$ cat src/rtl/regfile_scoreboard.sv
`default_nettype none
// ============================================================================
// Module      : regfile_scoreboard
// Description : Issue-stage hazard controller for the 32x32 register file.
//               Tracks which architectural registers have an in-flight writer
//               and stalls issue on RAW, WAW and a full writer budget. Pending
//               entries are cleared on writeback. Stall cycles are counted for
//               performance monitoring. Register 0 is never tracked.
// Ports       :
//   clk_i            system clock, rising edge
//   reset_i          synchronous active-high reset
//   issue_valid_i    decode presents an instruction
//   issue_rs_i/_use  source register A and its read enable
//   issue_rt_i/_use  source register B and its read enable
//   issue_wr_i       instruction writes issue_rd_i
//   issue_rd_i       destination register
//   issue_ready_o    instruction accepted this cycle (combinational)
//   wb_valid_i       writeback to wb_rd_i this cycle
//   wb_rd_i          writeback destination
//   flush_i          discard all in-flight writers
//   pending_mask_o   bit n set = register n has an outstanding writer
//   outstanding_o    population count of pending_mask_o
//   stall_cycles_o   saturating count of stalled issue cycles
//   wb_error_o       sticky: writeback to a non-pending nonzero register
// Revision    : 1.0 - initial release
// ============================================================================
module regfile_scoreboard #(
  parameter int MAX_OUTSTANDING = 8,
  parameter int CNT_W           = 32
) (
  input  logic             clk_i,
  input  logic             reset_i,
  input  logic             issue_valid_i,
  input  logic [4:0]       issue_rs_i,
  input  logic             issue_use_rs_i,
  input  logic [4:0]       issue_rt_i,
  input  logic             issue_use_rt_i,
  input  logic             issue_wr_i,
  input  logic [4:0]       issue_rd_i,
  output logic             issue_ready_o,
  input  logic             wb_valid_i,
  input  logic [4:0]       wb_rd_i,
  input  logic             flush_i,
  output logic [31:0]      pending_mask_o,
  output logic [5:0]       outstanding_o,
  output logic [CNT_W-1:0] stall_cycles_o,
  output logic             wb_error_o
);

  localparam logic [5:0]       C_MAX_OUT = 6'(MAX_OUTSTANDING);
  localparam logic [CNT_W-1:0] C_CNT_MAX = {CNT_W{1'b1}};

  logic [31:0]      pending_q, pending_d;
  logic [5:0]       outstanding_q, outstanding_d;
  logic [CNT_W-1:0] stall_q, stall_d;
  logic             wb_error_q, wb_error_d;

  logic w_raw, w_waw, w_full, w_ready;
  logic w_set, w_clr, w_err, w_stall;

  // Hazards look only at the registered mask: a writeback in the same cycle
  // is not bypassed, since the register file write has not landed yet.
  always_comb begin
    w_raw   = (issue_use_rs_i & pending_q[issue_rs_i]) |
              (issue_use_rt_i & pending_q[issue_rt_i]);
    w_waw   = issue_wr_i & (issue_rd_i != 5'd0) & pending_q[issue_rd_i];
    w_full  = issue_wr_i & (issue_rd_i != 5'd0) & (outstanding_q == C_MAX_OUT);
    w_ready = issue_valid_i & ~w_raw & ~w_waw & ~w_full & ~flush_i & ~reset_i;
  end

  assign issue_ready_o = w_ready;

  always_comb begin
    w_set   = w_ready & issue_wr_i & (issue_rd_i != 5'd0);
    w_clr   = wb_valid_i & (wb_rd_i != 5'd0) &  pending_q[wb_rd_i];
    w_err   = wb_valid_i & (wb_rd_i != 5'd0) & ~pending_q[wb_rd_i];
    w_stall = issue_valid_i & ~w_ready & ~flush_i;

    pending_d     = pending_q;
    outstanding_d = outstanding_q;
    wb_error_d    = wb_error_q;
    stall_d       = stall_q;

    if (flush_i) begin
      // Flush wins over a same-cycle set and clear; the writeback is dropped.
      pending_d     = 32'd0;
      outstanding_d = 6'd0;
    end else begin
      // Set and clear can never target the same register (set needs it idle,
      // clear needs it pending), so applying both in sequence is safe.
      if (w_set) pending_d[issue_rd_i] = 1'b1;
      if (w_clr) pending_d[wb_rd_i]    = 1'b0;
      outstanding_d = outstanding_q + 6'(w_set) - 6'(w_clr);
      wb_error_d    = wb_error_q | w_err;
    end

    if (w_stall && (stall_q != C_CNT_MAX)) begin
      stall_d = stall_q + CNT_W'(1);
    end
  end

  always_ff @(posedge clk_i) begin
    if (reset_i) begin
      pending_q     <= 32'd0;
      outstanding_q <= 6'd0;
      stall_q       <= '0;
      wb_error_q    <= 1'b0;
    end else begin
      pending_q     <= {pending_d[31:1], 1'b0};
      outstanding_q <= outstanding_d;
      stall_q       <= stall_d;
      wb_error_q    <= wb_error_d;
    end
  end

  assign pending_mask_o = pending_q;
  assign outstanding_o  = outstanding_q;
  assign stall_cycles_o = stall_q;
  assign wb_error_o     = wb_error_q;

endmodule
`default_nettype wire

$ cat config.mk
export PLATFORM = sky130hd
export DESIGN_NAME = regfile_scoreboard
export DESIGN_NICKNAME = d
export VERILOG_FILES = /design/src/rtl/regfile_scoreboard.sv
export SDC_FILE = /design/constraint.sdc
export NUM_CORES = 1
export LEC_CHECK = 0
export CORE_MARGIN = 2
export CORE_UTILIZATION = 30
export DETAILED_ROUTE_END_ITERATION = 7
export DONT_BUFFER_PORTS = 1
export RECOVER_POWER = 25
export SYNTH_ARGS = -nofsm -noshare
export SYNTH_HDL_FRONTEND = slang
export SYNTH_SLANG_ARGS = --single-unit
$ cat constraint.sdc
create_clock -name clk_i -period 11.1 [get_ports clk_i]
set_input_delay 0.555 -clock clk_i [delete_from_list [all_inputs] [get_ports clk_i]]
set_output_delay 0.555 -clock clk_i [all_outputs]
set_load 0.01 [all_outputs]
==> results.yml, run 1 <==
outcome:
  status: "finished clean"
pwr:
  p_leak_nw: 1.65
  irDropWorstVdd_v: 0.0000614
  power_density_nw_per_um2: 107
global_route:
  grt_max_degree: 52
  grt_util_met3: 0.0683
  busiest_layer: "met2"
  overflow: 0
  grtUsageTotal: 0.170
  use_met1: 0.210
  grt_pass1_vias: 4219
  met2_usage: 0.262
  antenna_found_initial: 0
  grt_pass1_wl_mm: 23.3
worst_setup_path:
  endpoint_kind: "flop"
  worstSetupPathType: "flop to flop"
  cp_slowest_cell: "and4_1"
  timing.critical_path.arrival_ns: 4.11
  endpoint: "outstanding_o[4]"
  r2r_cells: 17
  cp_max_fo: 8
  regToRegStartpoint: "pending_mask_o[7]"
  cp-start-kind: "flop"
  crit_path_start: "pending_mask_o[7]"
  cp.required_ns: 11.31
  crit_path_frequent_cell: "inv_1"
  rrSetupSlack_ns: 7.20
  r2r_end: "outstanding_o[4]"
  cpPeakStageDelay_ns: 0.57
  cp_cell_sequence: "mux4_2 > o21ai_0 > nor2_1 > o41ai_1 > and4_1 > and2_2 > nand2_1 > ha_1 > inv_1 > ha_1 > inv_1 > fa_1 > inv_1 > a21o_1 > a21oi_1 > xor2_1 > nor2_1"
route:
  routed_wl_mm: 14.7
  route.detailed.drc: 0
  detail-route-antenna-nets: 0
  drtIter0Drc: 495
  viasPerCell: 5.86
  num_vias: 4330
  first_pass_iters: 5
  wl_per_cell_um: 19.8
logic_synthesis:
  avgSynthCellArea_um2: 8.92
  syn_area_um2: 4850
  async_flop_share: 0
  ys.flop_type: "dfxtp_1"
  synth_edf_count: 0
  yosys_warnings: 0
  yosys_register_bits: 70
  yosysUniqueCellTypes: 68
  synthCells: 544
  synth_fp_nets: 582
  ys_seq_area_frac: 0.289
floorplan:
  ios: 100
  initial_core_util: 0.307
  die_y_um: 131
  core_um2: 15800
  dieArea_um2: 17200
  die_w_um: 131
  rows: 46
sta:
  setup_tns_ns: 0
  max_freq_mhz: 256
  setup-violations-final: 0
  fin_crit_sh: 0.351
  slew_viol_final: 0
  skew_ns: 0.00771
  grt_setup_unrepaired: "false"
  tightestPinTransition_ns: 1.04
  timing.final.hold_violations: 0
  layout_min_cycle_time_ns: 3.90
  max_slew_margin: 0.300
  hold_ws_ns: 0.282
flow_run:
  drv_cap: 0
layout:
  layoutNonFillerInstCount: 739
  areaGrowthSynthToFinish_pct: 6.78
  drive_above_1_share: 0.141
  multi_input_area_um2: 3130
  diodes: 0
  final_cell_mix: "dfxtp_1 (70), nor2_1 (66), a21oi_1 (31)"
  regArea_um2: 1400
  final_net_count: 556
  mostFrequentLayoutCell: "dfxtp_1"
  num-fill-cells: 1674
clocking:
  clk_latency_ns: 0.34
  holdBufCountCts: 0
  cts_setup_buffers: 0
  clockRootBuffer: "clkbuf_16"
  cts.repair.resized: 0
  ctsHtreeMaxLevel: 3
  cts_buffer_depth: 2
  numClockSinks: 70
  cts_tree: "yes"
  clk_pin_slew_ns: 0.06
  cts_inserted_buffers: 9
min_path:
  min_path_type: "input pin to flop"
place:
  placement.io_buffers: 0
  gp_congestion: 0.951
  placed_cells: 723
  hpwl_mm: 10.8
metal layers:
metal	wire (um)	vias to the layer above
met1	5640	2092
li1	-	1976
met2	6570	229
met3	2080	33
met5	0	-
met4	357	0
registers in the layout, summed over array words and instances, names as in the netlist:
signal and count:
outstanding_o 6, pending_mask_o 31, stall_cycles_o 32, wb_error_o 1
worst max-delay path: cells and delay by family, from the launching register on:
kind,cells,cell delay [ns]
multiplexers,1,0.52
adder cells (fa/ha/maj),3,0.87
AO/OA/AOI/OAI,4,0.62
buffers and inverters,3,0.19
flip-flops,1,0.43
XOR/XNOR,1,0.14
AND/OR/NAND/NOR,5,0.98
per-stage QoR:
| step | total power, mW | setup slack [ns] | util | area (um^2) |
|---|---|---|---|---|
| after floorplan | 0.298 | 6.98 | - | 4850 |
| after global placement | 0.291 | 7.31 | 0.310 | 4910 |
| after detailed placement | 0.292 | 7.18 | 0.310 | 4910 |
| after CTS | 0.565 | 7.24 | 0.328 | 5180 |
| after global routing | 0.580 | 7.01 | 0.328 | 5180 |
| final | 0.556 | 7.20 | 0.328 | 5180 |
cells in the mapped netlist, drive strengths merged (2+ instances only):
master   instances  area, um^2
dfxtp           70        1400
nor2            66         248
a21oi           32         164
nor3            27         135
mux4            26         604
nand2           26         105
buf             24         181
o21ai           24         120
inv             22        82.6
mux2i           20         200
clkbuf          16        60.1
mux2            16         180
a31oi           14        87.6
nor2b           14        87.6
nand3           13        65.1
nand3b          10        75.1
nand4           10        62.6
and2             9        56.3
ha               9         113
o41ai            7        61.3
xnor2            7        61.3
and3             6        37.5
o31ai            6        45.0
a211oi           5        50.1
nor4             5        31.3
a41oi            4        35.0
and4             4        35.0
or3              4        30.0
or4              4        30.0
a2111oi          3        45.1
a21bo            3        30.0
nand2b           3        18.8
nor3b            3        22.5
o221ai           3        26.3
or2              3        21.3
or3b             3        26.3
a21o             2        15.0
and3b            2        17.5
o2111ai          2        23.8
xor2             2        17.5
cell families after synthesis:
group,share of synthesized area
compound gates,0.162
xor+xnor,0.0162
fa+ha+maj,0.0273
buf+inv,0.0678
flops,0.289
mux,0.203
other cells,0.000772
simple gates,0.235
worst min path at each step:
| stage | startpoint | end | slack (ns) | cells after the start |
|---|---|---|---|---|
| after floorplan | stall_cycles_o[13] | stall_cycles_o[13] | 0.50 | 2 |
| after global placement | stall_cycles_o[22] | stall_cycles_o[22] | 0.53 | 2 |
| after detailed placement | stall_cycles_o[22] | stall_cycles_o[22] | 0.54 | 2 |
| after CTS | reset_i | stall_cycles_o[8] | 0.27 | 1 |
| after global routing | reset_i | stall_cycles_o[26] | 0.27 | 1 |
| final | reset_i | stall_cycles_o[26] | 0.28 | 1 |
area by class of cell:
class | count | area share
Sequential cell | 70 | 0.270
Clock inverter | 5 | 0.00652
Clock buffer | 11 | 0.0468
Tap cell | 216 | 0.0521
Timing Repair Buffer | 3 | 0.00434
Inverter | 23 | 0.0169
Multi-Input combinational cell | 411 | 0.603
power breakdown:
group          total (mW)  switching [mW]  internal, mW
sequential          0.254         0.00152         0.252
clock               0.269           0.112         0.157
combinational      0.0328          0.0196        0.0132
total               0.556           0.133         0.423
No activity file was read; power rests on OpenSTA's default activity.
==> run 2: changes to the inputs <==
==> constraint.sdc (replaced) <==
create_clock -name clk_i -period 3.24 [get_ports clk_i]
set_input_delay 0.162 -clock clk_i [delete_from_list [all_inputs] [get_ports clk_i]]
set_output_delay 0.162 -clock clk_i [all_outputs]
set_load 0.01 [all_outputs]
==> results.yml, run 2 (synthesized netlist as in run 1, its figures left out) <==
place:
  placement.io_buffers: 0
  place_ws_ns: -0.0272
  placed_cells: 760
  hpwl_mm: 11.3
  gp_congestion: 0.928
  dpl-instance-area_um2: 5250
worst_setup_path:
  cp_max_fo: 6
  rrSetupSlack_ns: -0.005
  r2r_cells: 16
  regToRegStartpoint: "pending_mask_o[23]"
  timing.critical_path.arrival_ns: 3.47
  endpoint_kind: "flop"
  crit_path_start: "pending_mask_o[23]"
  r2r_end: "outstanding_o[4]"
  cp-start-kind: "flop"
  cp.required_ns: 3.46
  worstSetupPathType: "flop to flop"
sta:
  layout_min_cycle_time_ns: 3.24
  timing.final.hold_violations: 0
  grt_setup_unrepaired: "true"
  skew_ns: 0.00780
  layout_setup_ws_ns: -0.00486
  setup-violations-final: 1
  tightestPinTransition_ns: 0.906
  max_slew_margin: 0.394
  slew_viol_final: 0
  max_freq_mhz: 308
  fin_crit_sh: 1.00
layout:
  largest_reg_flops: 32
  final_cell_mix: "nor2_1 (65), dfxtp_1 (58), buf_4 (42)"
  regArea_um2: 1430
  areaGrowthSynthToFinish_pct: 14.8
  final_net_count: 596
  drive_above_1_share: 0.246
  mostFrequentLayoutCell: "nor2_1"
  diodes: 0
  num-fill-cells: 1624
  layoutNonFillerInstCount: 778
  design_area_um2: 5580
  multi_input_area_um2: 3190
flow_run:
  drv_cap: 0
clocking:
  numClockSinks: 70
  cts_inserted_buffers: 9
  cts_buffer_depth: 2
  cts_tree: "yes"
  clockRootBuffer: "clkbuf_16"
  ctsHtreeMaxLevel: 3
  clk_pin_slew_ns: 0.06
  clk_latency_ns: 0.34
global_route:
  grt_pass1_vias: 4343
  grt_max_degree: 52
  grtUsageTotal: 0.177
  grt_pass1_wl_mm: 24.4
  overflow: 0
  antenna_found_initial: 0
route:
  drtIter0Drc: 363
  first_pass_iters: 5
  detail-route-antenna-nets: 0
  routed_wl_mm: 15.4
  wl_met1_mm: 6.24
  dr.max_layer_used: "met4"
  wl_met3_mm: 1.60
  route.detailed.drc: 0
  viasPerCell: 5.81
  wl_per_cell_um: 19.8
  num_vias: 4521
  met2_length_mm: 7.01
floorplan:
  dieArea_um2: 17200
  die_y_um: 131
  rows: 46
  initial_core_util: 0.307
  core_um2: 15800
  ios: 100
  die_w_um: 131
min_path:
  hold_path_depth: 2
  min_path_type: "input pin to flop"
  min_from: "reset_i"
  holdPathEnd: "stall_cycles_o[29]"
outcome:
  violations: "negative setup slack"
  status: "finished, violations left"
pwr:
  irDropWorstVdd_v: 0.000189
  power_density_nw_per_um2: 343
  p_leak_nw: 1.89
[run 2: layout make-up]
cell class | instances | share of cell area
multi-input combinational | 411 | 0.572
sequential | 70 | 0.256
timing repair buffer | 43 | 0.0583
tap | 216 | 0.0485
clock buffer | 10 | 0.0429
inverter | 23 | 0.0157
clock inverter | 5 | 0.00628
[run 2: worst max-delay path by stage]
stage                                   to  slack (ns)  cells past startpoint
after global routing      outstanding_o[4]       -0.10                     17
after detailed placement  outstanding_o[4]       -0.03                     17
after global placement    outstanding_o[4]       -0.07                     17
final                     outstanding_o[4]      -0.005                     16
after CTS                 outstanding_o[5]        0.02                     16
after floorplan           outstanding_o[4]       -0.18                     20
[run 2: per-layer routing]
metal,track usage,up-vias
met5,0,-
met3,0.0629,36
met4,0.0821,0
li1,-,2073
met2,0.271,238
met1,0.223,2174
[run 2: worst max-delay path: stages, from the launching register on]
cell and delay [ns]:
dfxtp_1 0.41, mux4_2 0.49, mux2_4 0.27, o2111ai_1 0.19, and4_1 0.30, and2_4 0.19
nand2_4 0.05, ha_4 0.26, inv_2 0.03, ha_4 0.15, inv_2 0.05, fa_2 0.21
inv_2 0.03, a21o_1 0.15, a21oi_2 0.14, xor2_1 0.16, nor2_1 0.05
[run 2: through the flow]
step	hold slack (ns)	util	total power, mW	TNS, ns
after CTS	0.0423	0.351	1.94	0
after global routing	0.0553	0.352	1.99	-0.175
after floorplan	0.351	-	1.02	-0.335
after global placement	0.236	0.332	1.01	-0.106
final	0.0535	0.352	1.91	-0.00486
after detailed placement	0.237	0.332	1.01	-0.0520
[run 2: timing repair]
item	4_1_cts	5_1_grt
buffers inserted	1	1
gates resized for setup	1	11
hold endpoints to repair	22	0
hold buffers	1	0
pin swaps	1	1
setup endpoints to repair	2	2
[run 2: where the power goes]
group | total, mW | leakage (nW) | switching, mW | internal [mW]
clock | 0.918 | 0.131 | 0.383 | 0.534
sequential | 0.865 | 0.571 | 0.00496 | 0.860
combinational | 0.130 | 1.18 | 0.0761 | 0.0535
total | 1.91 | 1.89 | 0.464 | 1.45
